===== src/rtl/zoom_out_block_average_if.sv =====
// Source-ROM / frame-RAM bus of the 2x zoom-out engine, plus its start/status handshake.
// slave is the engine side; master is the frame controller / memory side.
interface zoom_out_block_average_if;
  logic        start;
  logic [15:0] img_width;
  logic [15:0] img_height;
  logic [7:0]  rom_data_in;
  logic [16:0] rom_addr;
  logic [18:0] ram_addr;
  logic [7:0]  ram_data;
  logic        ram_wren;
  logic        busy;
  logic        done;

  modport slave (
    input  start, img_width, img_height, rom_data_in,
    output rom_addr, ram_addr, ram_data, ram_wren, busy, done
  );

  modport master (
    output start, img_width, img_height, rom_data_in,
    input  rom_addr, ram_addr, ram_data, ram_wren, busy, done
  );
endinterface


===== src/rtl/zoom_out_block_average.sv =====
// 2x zoom-out: each output pixel is the rounded mean of a 2x2 source block read from ROM.
// One output pixel every ROM_LATENCY+5 cycles; start is ignored while busy.
module zoom_out_block_average #(
  parameter int ROM_LATENCY = 1
) (
  input  logic                      clock,
  input  logic                      reset,
  zoom_out_block_average_if.slave   bus
);

  typedef enum logic [2:0] {IDLE, ADDR, COLLECT, WRITE, DONE} state_t;

  state_t state, state_nxt;

  logic [15:0] width_q;
  logic [15:0] ow_q, oh_q;
  logic [15:0] ox, oy;
  logic        empty_q;
  logic [16:0] top_base, bot_base, col_off;
  logic [1:0]  phase;
  logic [ROM_LATENCY-1:0] smp_pipe;
  logic [9:0]  acc;
  logic [1:0]  smp_cnt;
  logic        acc_full;

  logic [16:0] rom_addr_q;
  logic [18:0] ram_addr_q;
  logic [7:0]  ram_data_q;
  logic        ram_wren_q, busy_q, done_q;

  logic        accept, issue, row_end, last_blk, start_empty;
  logic [16:0] issue_addr, tl_addr, bl_addr, width_ext;
  logic [9:0]  rounded;

  assign tl_addr     = top_base + col_off;
  assign bl_addr     = bot_base + col_off;
  assign width_ext   = {1'b0, width_q};
  assign row_end     = (ox == ow_q - 16'd1);
  assign last_blk    = row_end && (oy == oh_q - 16'd1);
  assign start_empty = ((bus.img_width >> 1) == 16'd0) || ((bus.img_height >> 1) == 16'd0);
  assign rounded     = acc + 10'd2;

  assign bus.rom_addr = rom_addr_q;
  assign bus.ram_addr = ram_addr_q;
  assign bus.ram_data = ram_data_q;
  assign bus.ram_wren = ram_wren_q;
  assign bus.busy     = busy_q;
  assign bus.done     = done_q;

  always_ff @(posedge clock) begin
    if (reset) state <= IDLE;
    else       state <= state_nxt;
  end

  // issue/issue_addr: a new ROM address is registered on this edge
  always_comb begin
    state_nxt  = state;
    accept     = 1'b0;
    issue      = 1'b0;
    issue_addr = '0;
    case (state)
      IDLE, DONE: begin
        if (bus.start) begin
          accept    = 1'b1;
          state_nxt = ADDR;
          if (!start_empty) begin
            issue      = 1'b1;
            issue_addr = '0;
          end
        end
      end
      ADDR: begin
        if (empty_q) begin
          state_nxt = DONE;
        end else begin
          case (phase)
            2'd0:    begin issue = 1'b1; issue_addr = tl_addr + 17'd1; end
            2'd1:    begin issue = 1'b1; issue_addr = bl_addr;         end
            2'd2:    begin issue = 1'b1; issue_addr = bl_addr + 17'd1; end
            default: state_nxt = COLLECT;
          endcase
        end
      end
      COLLECT: begin
        if (acc_full) state_nxt = WRITE;
      end
      WRITE: begin
        if (last_blk) begin
          state_nxt = DONE;
        end else begin
          state_nxt  = ADDR;
          issue      = 1'b1;
          issue_addr = row_end ? (bot_base + width_ext) : (tl_addr + 17'd2);
        end
      end
      default: state_nxt = IDLE;
    endcase
  end

  always_ff @(posedge clock) begin
    if (reset) begin
      width_q    <= '0;
      ow_q       <= '0;
      oh_q       <= '0;
      ox         <= '0;
      oy         <= '0;
      empty_q    <= 1'b0;
      top_base   <= '0;
      bot_base   <= '0;
      col_off    <= '0;
      phase      <= '0;
      smp_pipe   <= '0;
      acc        <= '0;
      smp_cnt    <= '0;
      acc_full   <= 1'b0;
      rom_addr_q <= '0;
      ram_addr_q <= '0;
      ram_data_q <= '0;
      ram_wren_q <= 1'b0;
      busy_q     <= 1'b0;
      done_q     <= 1'b0;
    end else begin
      if (issue) rom_addr_q <= issue_addr;

      // Tag each issued address so its data is captured exactly ROM_LATENCY edges later
      smp_pipe[0] <= issue;
      for (int i = 1; i < ROM_LATENCY; i++) smp_pipe[i] <= smp_pipe[i-1];
      if (smp_pipe[ROM_LATENCY-1]) begin
        acc     <= acc + {2'b00, bus.rom_data_in};
        smp_cnt <= smp_cnt + 2'd1;
        if (smp_cnt == 2'd3) acc_full <= 1'b1;
      end

      ram_wren_q <= (state == COLLECT) && acc_full;

      case (state)
        IDLE, DONE: begin
          if (accept) begin
            width_q    <= bus.img_width;
            ow_q       <= bus.img_width >> 1;
            oh_q       <= bus.img_height >> 1;
            empty_q    <= start_empty;
            ox         <= '0;
            oy         <= '0;
            top_base   <= '0;
            bot_base   <= {1'b0, bus.img_width};
            col_off    <= '0;
            phase      <= '0;
            acc        <= '0;
            smp_cnt    <= '0;
            acc_full   <= 1'b0;
            ram_addr_q <= '0;
            busy_q     <= 1'b1;
            done_q     <= 1'b0;
          end
        end
        ADDR: begin
          if (empty_q) begin
            busy_q <= 1'b0;
            done_q <= 1'b1;
          end else begin
            phase <= phase + 2'd1;
          end
        end
        COLLECT: begin
          if (acc_full) begin
            ram_data_q <= rounded[9:2];
            acc        <= '0;
            acc_full   <= 1'b0;
          end
        end
        WRITE: begin
          ram_addr_q <= ram_addr_q + 19'd1;
          if (last_blk) begin
            busy_q <= 1'b0;
            done_q <= 1'b1;
          end else if (row_end) begin
            ox       <= '0;
            col_off  <= '0;
            oy       <= oy + 16'd1;
            top_base <= top_base + width_ext + width_ext;
            bot_base <= bot_base + width_ext + width_ext;
          end else begin
            ox      <= ox + 16'd1;
            col_off <= col_off + 17'd2;
          end
        end
        default: ;
      endcase
    end
  end

endmodule


===== src/flat_wrapper.sv =====
// flat-port wrapper written by rule: the top's interface ports become plain ports
module zoom_out_block_average_flat 
#(
  parameter int ROM_LATENCY = 1
)
  (clock, reset, bus_start, bus_img_width, bus_img_height, bus_rom_data_in, bus_rom_addr, bus_ram_addr, bus_ram_data, bus_ram_wren, bus_busy, bus_done);
  zoom_out_block_average_if bus_i ();
  input  logic clock;
  input  logic reset;
  input wire logic [$bits(bus_i.start)-1:0] bus_start;
  input wire logic [$bits(bus_i.img_width)-1:0] bus_img_width;
  input wire logic [$bits(bus_i.img_height)-1:0] bus_img_height;
  input wire logic [$bits(bus_i.rom_data_in)-1:0] bus_rom_data_in;
  output wire logic [$bits(bus_i.rom_addr)-1:0] bus_rom_addr;
  output wire logic [$bits(bus_i.ram_addr)-1:0] bus_ram_addr;
  output wire logic [$bits(bus_i.ram_data)-1:0] bus_ram_data;
  output wire logic [$bits(bus_i.ram_wren)-1:0] bus_ram_wren;
  output wire logic [$bits(bus_i.busy)-1:0] bus_busy;
  output wire logic [$bits(bus_i.done)-1:0] bus_done;
  assign bus_i.start = bus_start;
  assign bus_i.img_width = bus_img_width;
  assign bus_i.img_height = bus_img_height;
  assign bus_i.rom_data_in = bus_rom_data_in;
  assign bus_rom_addr = bus_i.rom_addr;
  assign bus_ram_addr = bus_i.ram_addr;
  assign bus_ram_data = bus_i.ram_data;
  assign bus_ram_wren = bus_i.ram_wren;
  assign bus_busy = bus_i.busy;
  assign bus_done = bus_i.done;
  zoom_out_block_average #(.ROM_LATENCY(ROM_LATENCY)) u_core (.clock(clock), .reset(reset), .bus(bus_i));
endmodule

===== config.mk =====
export PLATFORM = sky130hd
export DESIGN_NAME = zoom_out_block_average_flat
export DESIGN_NICKNAME = d
export VERILOG_FILES = /design/src/rtl/zoom_out_block_average_if.sv /design/src/rtl/zoom_out_block_average.sv /design/src/flat_wrapper.sv
export SDC_FILE = /design/constraint.sdc
export NUM_CORES = 1
export LEC_CHECK = 0
export ABC_AREA = 1
export CORE_UTILIZATION = 55
export DETAILED_ROUTE_END_ITERATION = 8
export GPL_ROUTABILITY_DRIVEN = 0
export PLACE_DENSITY = 0.75
export RECOVER_POWER = 25
export SETUP_SLACK_MARGIN = 0.5
export SYNTH_ARGS = -nofsm -noshare
export SYNTH_HDL_FRONTEND = slang
export SYNTH_SLANG_ARGS = --single-unit

===== constraint.sdc =====
create_clock -name clock -period 4.6 [get_ports clock]
set_input_delay 1.38 -clock clock [delete_from_list [all_inputs] [get_ports clock]]
set_output_delay 1.38 -clock clock [all_outputs]
set_load 0.05 [all_outputs]

==> summary.md <==
| Metric | Value |
|---|---|
| # rows | 59 |
| Required time worst endpoint | 4.98 ns |
| Hold path depth | 2 |
| Die footprint | 27900 sq um |
| Area grow syn2layout | 11.4% |
| Register area share after synthesis | 24.0% |
| CTS resizes | 0 |
| R2R cell count | 18 |
| Total Wirelength | 45.7 mm |
| Antenna cells | 0 |
| Post-CTS Repair Setup Buffers | 0 |
| GRT Util Overall | 33.0% |
| Synthesized area per cell | 6.17 sq um |
| Worst rel slew slack | 34.4% |
| Final Cycle Share | 86.3% |
| FMAX | 252 MHz |
| Gate Count Post-Synth | 2425 |
| Synth Cell Area | 15000 sq um |
| Final core utilization | 63.2% |
| Vias/cell | 5.68 |
| Fraction of layout cells with a size suffix above 1 | 3.69% |
| CTS root buf | clkbuf_16 |
| Yosys warning total | 0 |
| # fillers | 2480 |
| Seq cells post-synth | 179 |
| Post-synth top flop | dfxtp_1 |
| Unrepaired setup endpoints after global routing | no |
| Worst-path cell chain | dlygate4sd3_1 -> inv_1 -> nor2_1 -> clkbuf_1 -> inv_1 -> clkbuf_2 -> a21oi_1 -> nand2_1 -> o21ai_0 -> nand2_1 -> inv_1 |
| DR WL/cell | 16.2 um |
| Worst-Margin Slew | 0.984 ns |
| Dpl hpwl | 34.7 mm |
| Hold buffers post-CTS | 0 |
| Ports | 90 |
| First-pass GRT wire length | 73.9 mm |
| Cell Pwr Density | 419 nW/um^2 |
| Crit Path Max Fanout | 46 |
| CTS tree | built |
| Max cap viols | 0 |
| Drc violations | 0 |
| DR vias | 16.1k |
| Max incr delay on CP | 0.70 ns |
| Clock transition at path regs | 0.07 ns |
| Nature of the critical path startpoint | input port |
| Setup CP Type | in2reg |
| Initial antenna violation count | 0 |
| Critical Path AT | 4.35 ns |
| Final setup fails | 0 |
| Post-Syn Nets | 2571 |
| FF-to-FF End | u_core.bot_base[10] |
| Status | complete, no violations |
| 1st-iter DRT viols | 1328 |
| Number of flops mapped to enable cells by yosys | 0 |
| Max rail drop VDD | 0.258 mV |
| Final Hold Vio Count | 0 |
| Minimum clock period | 3.97 ns |
| Max Clock Skew | 0.0201 ns |
| FF-to-FF Start | u_core.bot_base[0] |
| Asr flop ratio synth | 0% |
| CP max-delay cell | clkbuf_1 |
| Flop2flop setup slack | 0.72 ns |
| Clk buf depth | 2 |
| Leak Pwr | 7.69 nW |
| Worst path buffer plus inverter count | 6 |
| Yosys cell types | 55 |
| CTS H-tree lvls | 4 |
| Slew Limit Fails | 0 |
| Initial core utilization | 56.8% |
| HP Start | u_core.bus.done |
| Family with the most delay on the worst path | buffers and inverters |
| Vias in the first global route | 14.8k |
| Cell repeated most along the worst path | inv_1 |
| Hold Crit Endpoint | u_core.bus.done |
| Clock sinks | 179 |
| Endpoint type of the worst setup path | flop |
| Layout Nets | 2625 |
| Setup_tns | 0 ns |
| Die span in x | 167 um |
| 1st-pass router iterations | 8 |
| Post-route ant nets | 0 |
| Clk_lat worst skew | 0.45 ns |
| Worst hold path type | reg2reg |
| DIE HEIGHT | 167 um |
| Cts bufs inserted | 17 |
| Pin count of the biggest net entering global routing | 69 |
| GRT overflow | 0 |
| Port Buffers | 88 |
| Core region area | 26400 sq um |
==> power by group <==
| group | internal [mW] | switching [mW] |
|---|---|---|
| clock | 0.739 | 0.761 |
| sequential | 1.75 | 0.325 |
| combinational | 1.15 | 2.27 |
==> sequential cells by signal, indices dropped and copies added (netlist names), 16 cells and up <==
register / cells
u_core.bot_base: 17
u_core.bus.ram_addr: 19
u_core.bus.rom_addr: 17
u_core.col_off: 16
u_core.ox: 16
u_core.oy: 16
u_core.top_base: 16
u_core.width_q: 16
==> final cells by class <==
type	instances	area, sq um	area share [%]
flip-flops and latches	179	3580	21.5
well taps	335	419	2.52
clock buffers	17	425	2.55
clock inverters	15	180	1.08
repair buffers	106	1000	6.01
multi-input cells	1889	9980	59.9
inverters	286	1070	6.44
==> per-layer routing <==
metal	share of wire (%)	GRT usage (%)	vias to the layer above
li1	-	-	8050
met1	42	41.1	7292
met5	0	0	-
met4	4.4	15.5	0
met3	8.7	6.56	115
met2	45	54.5	602
==> synthesized netlist by cell type (all sizes together) (4+ instances only) <==
library cell    n  area (sq um)
ha             99          1240
or2            16           100
a211oi          8          60.1
xor2           90           788
and2            5          31.3
buf            27           160
nor3           50           255
xnor2          37           324
fa              4          80.1
inv           285          1070
nor3b           5          37.5
nor2          258          1030
o31ai           5          37.5
nor4           16           100
nand2         657          2480
a21o            4          30.0
a31oi           4          25.0
nand4          40           265
dfxtp         179          3580
a32oi           4          35.0
a21oi         165           826
nand3         236          1180
o21ai         141           709
nand3b         13          97.6
clkbuf         44           165
o22ai           5          31.3
o21bai          6          45.0
==> worst register-to-register path, cell delays in order (launching register included) <==
cell and delay [ns]:
dfxtp_1 0.48, ha_1 0.22, inv_1 0.06, fa_1 0.41
o21ai_1 0.27, a21oi_1 0.09, o21ai_0 0.29, xor2_1 0.35
ha_1 0.35, nand2_1 0.13, o21ai_0 0.11, a21oi_1 0.21
nor2_1 0.09, o21a_1 0.19, o21ai_0 0.17, nand3b_1 0.10
nand2_1 0.12, nand2_1 0.07, a21oi_1 0.11
==> per-stage QoR <==
| step | hold WS (ns) | total power, mW | instance area (sq um) | worst slack [ns] | std cells |
|---|---|---|---|---|---|
| 4_1_cts | 0.459 | 6.93 | 16700 | 0.725 | 2827 |
| 3_3_place_gp | 0.442 | 5.35 | 16100 | 0.837 | 2795 |
| 5_1_grt | 0.486 | 7.48 | 16700 | 0.404 | 2827 |
| 2_1_floorplan | 0.453 | 4.57 | 15000 | 1.25 | 2425 |
| 3_5_place_dp | 0.449 | 5.43 | 16100 | 0.741 | 2795 |
| 6_report | 0.459 | 6.99 | 16700 | 0.632 | 2827 |
==> cells by family (layout without fill, tap and decap cells) <==
kind of cell	count (synthesis)	count (layout)	synth area share, %
simple gates	1299	1299	37.4
compound gates	360	360	13.0
buf+inv	357	424	9.35
flops	179	179	24.0
xor+xnor	127	127	7.44
fa+ha+maj	103	103	8.82
==> cell usage in the layout, fill, tap and decap left out, drive strengths merged, types with 40 or more instances in the layout <==
master / netlist / routed
nand3: 236 / 236
dfxtp: 179 / 179
nor2: 258 / 258
a21oi: 165 / 165
o21ai: 141 / 141
nor3: 50 / 50
inv: 285 / 292
nand4: 40 / 40
clkdlybuf4s50: 0 / 84
xor2: 90 / 90
ha: 99 / 99
nand2: 657 / 657
==> worst max-delay path by stage <==
stage	startpoint	end	slack [ns]	depth (start not counted)
after detailed placement	u_core.bot_base[0]	u_core.bot_base[10]	0.74	18
after global placement	u_core.bot_base[0]	u_core.bot_base[10]	0.84	18
after global routing	bus_start	u_core.state[2]	0.40	11
after floorplan	u_core.width_q[1]	u_core.bot_base[13]	1.25	16
after CTS	u_core.bot_base[0]	u_core.bot_base[10]	0.73	18
final	bus_start	u_core.state[2]	0.63	11
Note: power is estimated with default switching activity, not from simulation.
